### config.mk
export PLATFORM = sky130hd
export DESIGN_NAME = prbs_framer
export DESIGN_NICKNAME = d
export VERILOG_FILES = /design/src/rtl/prbs_framer.sv
export SDC_FILE = /design/constraint.sdc
export NUM_CORES = 1
export LEC_CHECK = 0
export ABC_AREA = 1
export BUFFER_PORTS_ARGS = -buffer_cell sky130_fd_sc_hd__buf_4
export CAP_MARGIN = 20
export CORE_MARGIN = 2
export CORE_UTILIZATION = 46
export DETAILED_ROUTE_END_ITERATION = 10
export PLACE_DENSITY = 0.64
export SYNTH_ARGS = -nofsm -noshare
export SYNTH_HDL_FRONTEND = slang
export SYNTH_SLANG_ARGS = --single-unit
### constraint.sdc
create_clock -name clk -period 8.6 [get_ports clk]
set_input_delay 0.86 -clock clk [delete_from_list [all_inputs] [get_ports clk]]
set_output_delay 0.86 -clock clk [all_outputs]
set_load 0.02 [all_outputs]
### src/rtl/prbs_framer.sv
// Fibonacci-style PRBS generator with wrap detection and a byte framer that
// serialises a captured LFSR snapshot as tagged 5-bit chunks, MSB chunk first.
//
// state | meaning
// IDLE  | no frame pending; snap captures q and starts a frame
// SEND  | presenting chunk k of the shadow copy; ready handshake walks k to 0
module prbs_framer #(
    parameter int               WIDTH = 32,
    parameter logic [WIDTH-1:0] TAPS  = 32'h8020_0003,
    parameter logic [WIDTH-1:0] SEED  = 1
) (
    input  logic             clk,
    input  logic             clr,
    input  logic             en,
    input  logic             load,
    input  logic [WIDTH-1:0] seed_in,
    input  logic             snap,
    output logic [WIDTH-1:0] y,
    output logic             wrap,
    output logic             out_valid,
    input  logic             out_ready,
    output logic [7:0]       out_byte,
    output logic             out_last,
    output logic             overrun
);
    localparam int NCH = (WIDTH + 4) / 5;

    typedef enum logic {IDLE, SEND} state_t;

    state_t           state, state_nx;
    logic [2:0]       k, k_nx;
    logic             capture;
    logic [WIDTH-1:0] q, ref_state, shadow, q_step, load_val;
    logic [39:0]      padded;
    logic [4:0]       chunks [8];

    assign q_step   = {^(q & TAPS), q[WIDTH-1:1]};
    assign load_val = (seed_in != '0) ? seed_in : SEED;
    assign y        = q;

    always_ff @(posedge clk or posedge clr) begin
        if (clr) begin
            q         <= SEED;
            ref_state <= SEED;
            wrap      <= 1'b0;
        end else if (load) begin
            q         <= load_val;
            ref_state <= load_val;
            wrap      <= 1'b0;
        end else if (en) begin
            q         <= q_step;
            wrap      <= (q_step == ref_state);
        end else begin
            wrap      <= 1'b0;
        end
    end

    always_ff @(posedge clk or posedge clr) begin
        if (clr) begin
            state   <= IDLE;
            k       <= 3'd0;
            shadow  <= '0;
            overrun <= 1'b0;
        end else begin
            state <= state_nx;
            k     <= k_nx;
            if (capture)
                shadow <= q;
            if (snap && state == SEND)
                overrun <= 1'b1;
        end
    end

    always_comb begin
        state_nx = state;
        k_nx     = k;
        capture  = 1'b0;
        case (state)
            IDLE: begin
                if (snap) begin
                    capture  = 1'b1;
                    k_nx     = 3'(NCH - 1);
                    state_nx = SEND;
                end
            end
            SEND: begin
                if (out_ready) begin
                    if (k == 3'd0)
                        state_nx = IDLE;
                    else
                        k_nx = k - 3'd1;
                end
            end
            default: state_nx = IDLE;
        endcase
    end

    // Zero-pad the snapshot to eight 5-bit chunks; chunks at or above NCH are never selected.
    always_comb begin
        padded              = '0;
        padded[WIDTH-1:0]   = shadow;
        for (int i = 0; i < 8; i++)
            chunks[i] = padded[5*i +: 5];
    end

    always_comb begin
        out_valid = (state == SEND);
        out_byte  = 8'h00;
        out_last  = 1'b0;
        if (state == SEND) begin
            out_byte = {k, chunks[k]};
            out_last = (k == 3'd0);
        end
    end
endmodule

Word level (Yosys, flattened, before mapping)
Cells that the tools add are included.
{ "totals": {"in_bits": 38, "ff_bits": 102, "wordCells": 40, "output_inout_bits": 44} }
{ "classes": {"bitwise_logic": 2, "add_sub_neg": 1, "muxes": 19, "n_reduce_logical": 6, "n_eq_ne": 4, "n_lt_le_gt_ge": 1} }
{ "op_table": {"columns": ["op", "n"], "rows": [
  ["32-bit 2-to-1 mux", 3],
  ["32-bit == test", 1],
  ["32-bit nonzero test", 1],
  ["32-bit XOR reduction", 1],
  ["5-bit binary-select mux with 3-bit select", 1],
  ["5-bit 2-to-1 mux", 2],
  ["3-bit 2-to-1 mux", 3],
  ["8-bit 2-to-1 mux", 1],
  ["1-bit 2-to-1 mux", 7],
  ["2-bit inequality test (second input constant)", 3],
  ["3-bit case mux with 2 select lines", 1],
  ["4-bit >= comparator (second input constant)", 1],
  ["3-bit inverter with 4-bit output", 1],
  ["3-bit logical NOT", 1],
  ["3-bit AND reduction", 1],
  ["3-bit by 1-bit subtractor with 3-bit output (second input constant)", 1],
  ["1-bit case mux with 2 select lines", 1],
  ["2-bit nonzero test", 1],
  ["1-bit logical AND", 1],
  ["1-bit inverter", 1]
]} }

Depth between registers and ports, before layout
{ "depth": {"word_depth": 5, "ltp_mapped": 10, "mapped_depth_nobuf": 8} }

Worst setup path before layout
No wires, ideal clock.
{ "synth_timing": {"path_type": "register to output", "start": "reg k[0]", "end": "out out_byte[0]", "required_time_ps": 7740, "path_stages_with_launch": 8, "path_slack_ps": 6467, "arrival_time_ps": 1273, "n_path_buf": 2, "path_cell_list": "dfrtp_1 > buf_6 > clkinv_2 > buf_6 > nor2_1 > o22ai_1 > nand2_1 > a21oi_1"} }
{ "synth_via": {"elab_chain_cells": 5} }
{ "synth_lines": {"columns": ["element", "line_no", "rtl"], "rows": [
  ["from (decl)", "31", "logic [2:0] k, k_nx;"],
  ["from (signal assigned)", "66", "k <= k_nx;"],
  ["3-bit inverter with 4-bit output (not written as such)", "111", "out_byte = {k, chunks[k]};"],
  ["5-bit binary-select mux with 3-bit select", "111", null],
  ["5-bit 2-to-1 mux (not written as such) (2 in a row)", "111", null],
  ["8-bit 2-to-1 mux", "110", "if (state == SEND) begin"],
  ["to (decl)", "22", "output logic [7:0] out_byte,"]
]} }
No other way between the ends. The select of a mux whose other input is x is not followed.

Worst setup path after layout
Same ends and word-level chain as after synthesis.

==> flow_metrics.tcl <==
set metrics [dict create \
    htreeDepth 3 \
    clkPwrFrac 0.218 \
    clock_sink_count 102 \
    ys_warn_count 0 \
    multi_input_area_mm2 0.001988 \
    switching_power_uw 574.0 \
    clk_latency_ps 370 \
    ctsResizeCount 0 \
    grt_setup_unrepaired "false" \
    grt_usage 0.2479 \
    drtAntennaViolNets 0 \
    drive_gt1_frac 0.1779 \
    run_status "completed" \
    pre_cts_ws_ps 6193 \
    grt_pass1_wl_mm 21.69 \
    tritoncts "yes" \
    slew_headroom 0.3709 \
    finalHoldViolations 0 \
    core_area_mm2 0.01042 \
    p_int_uw 945.9 \
    final-seq-area_mm2 0.002555 \
    avgSynthCellArea_um2 7.970 \
    fin_ws_ps 5784 \
    min_period_ps 2816 \
    finalSetupTns_ps 0 \
    drt_first_pass_iters 5 \
    n_fill_cell 1018 \
    crit_start "k[0]" \
    worstMarginPinSlew_ps 943.6 \
    critPathCaptureType "output pin" \
    sw_frac_of_total 0.3777 \
    syn_to_final_growth_pct 16.80 \
    arrival_ps 1960 \
    nets 732 \
    die_area_mm2 0.01166 \
    power_density_mw_per_mm2 261.6 \
    synthCells 624 \
    cts_buffers 9 \
    gp_routability_congestion 0.9006 \
    wl_per_cell_um 16.21 \
    leakagePower_uw 0.002985 \
    synth_seq_area_share 0.5137 \
    grt_pass1_vias 4077 \
    dr_total_vias 4328 \
    start_util 0.4775 \
    drt_iter0_markers 374 \
    core.rowCount 37 \
    cts.reportedPaths.clkPinSlew_ps 100 \
    fin_worst_skew_ps 11.71 \
    post_cts_buffers 0 \
    numPortBuffers 81 \
    ir_drop_v 0.0002072 \
    die_w_um 108.0 \
    required_ps 7740 \
    syn-num-nets 664 \
    hpwlAfterDp_mm 9.846 \
    ys_ff_latch 102 \
    drcViolationCount 0 \
    grt_max_degree 75 \
    max_freq_mhz 355.1 \
    diodes 0 \
    synth_cell_types 28 \
    cp-start-kind "flop" \
    antenna_found_initial 0 \
    clockBufferDepth 2 \
    setup.worst_path.class "flop to output pin" \
    maxCapViolations 0 \
    routed_wl_mm 13.51 \
    worstReg2RegStart "k[0]" \
    hold_class "primary input to asynchronous set/reset pin" \
    via_per_inst 5.196 \
    period_share 0.3274 \
    pin_count 82 \
    seq_power_share 0.453 \
    die-height_um 108.0 \
    cts_hold_buffers 0 \
    p_comb_frac 0.330 \
    crit_fanout 19 \
    grt-ovfl-total 0 \
    syn_area_mm2 0.004974 \
    slew_viol_final 0 \
    setup_violations 0 \
    ctsRootBufferMaster "clkbuf_8" \
]
cells in the mapped netlist:
cell type,instances,area (um^2)
a21boi_1,1,7.510
a21o_1,1,7.510
a21oi_1,8,40.04
a22oi_1,30,225.2
a31oi_1,4,25.02
buf_2,12,60.06
buf_4,1,7.510
buf_6,8,90.09
clkbuf_1,5,18.77
clkinv_1,2,7.510
clkinv_2,1,5.000
dfrtp_1,100,2502
dfstp_2,2,52.55
ha_1,2,25.02
inv_1,48,180.2
inv_2,17,63.81
nand2_1,187,701.9
nand2_2,2,12.51
nand2_4,1,11.26
nand3_1,4,20.02
nor2_1,66,247.7
nor2_2,1,6.260
o21ai_0,35,175.2
o21ai_1,69,345.3
o21bai_1,1,7.510
o22ai_1,5,31.28
xnor2_1,1,8.760
xor2_1,10,87.58
metrics by stage:
step                hold WS (ps)  utilization  std cells  power [uW]  instance area (um^2)
floorplan                  447.1            -        624        1027                  4974
global placement           450.2       0.5372        817        1191                  5595
detailed placement         466.3       0.5372        817        1199                  5595
CTS                        467.8       0.5577        833        1530                  5809
global route               490.3       0.5577        833        1634                  5809
finish                     466.0       0.5577        833        1520                  5809
metal layers:
layer	part of all wire	track usage
met3	0.055	0.04039
met1	0.46	0.3599
met5	0	0
met4	0.026	0.1016
met2	0.46	0.3715
path summary, 6_finish.rpt:
path / end / slack, ps / depth (start not counted)
worst min-delay path: y[17] / 470 / 2
worst max-delay path: out_byte[0] / 5780 / 6
worst min register to register: overrun / 480 / 1
worst max register to register: k[2] / 6650 / 8
max in group asynchronous: shadow[25] / 6860 / 3
min in group clk: overrun / 480 / 1
cells in the final DEF, fill, tap and decap left out, types with 3 or more instances in the layout:
master	Yosys	layout
nand2_1	187	187
dfrtp_1	100	100
buf_4	1	83
o21ai_1	69	69
nor2_1	66	65
inv_1	48	47
o21ai_0	35	35
a22oi_1	30	30
inv_2	17	17
xor2_1	10	10
clkbuf_8	0	9
a21oi_1	8	8
o22ai_1	5	5
a31oi_1	4	4
nand3_1	4	4
clkinv_2	1	3
layout make-up:
cell class	count	share of cell area
clock inverter	6	0.01486
multi-input combinational	428	0.3422
timing repair buffer	83	0.1073
clock buffer	10	0.02197
inverter	68	0.04458
sequential	102	0.4398
tap	136	0.02929
critical path, cell delays in order, from the launching register on:
cell	delay, ps
dfrtp_1	650
clkinv_2	320
o21ai_0	250
o22ai_1	100
nand2_1	60
a21oi_1	60
buf_4	160
cell families (layout without fill, tap and decap cells):
family | Yosys count | count (layout) | share of synthesized area
compound gates | 154 | 154 | 0.1738
xor+xnor | 11 | 11 | 0.01937
fa+ha+maj | 2 | 2 | 0.005031
buf+inv | 94 | 167 | 0.08704
flops | 102 | 102 | 0.5137
simple gates | 261 | 261 | 0.2010
power by group through the flow:
stage	Clock [uW]	Sequential [uW]	Combinational (uW)
finish	331	688	501
global route	359	705	570
CTS	338	688	504
detailed placement	0	697	502
global placement	0	698	494
floorplan	0	674	353
registers in the layout (all words and copies together), names as in the netlist:
register   cells
k              3
overrun        1
out_valid      1
wrap           1
ref_state     32
shadow        32
y             32
Note: power is estimated with default switching activity, not from simulation.
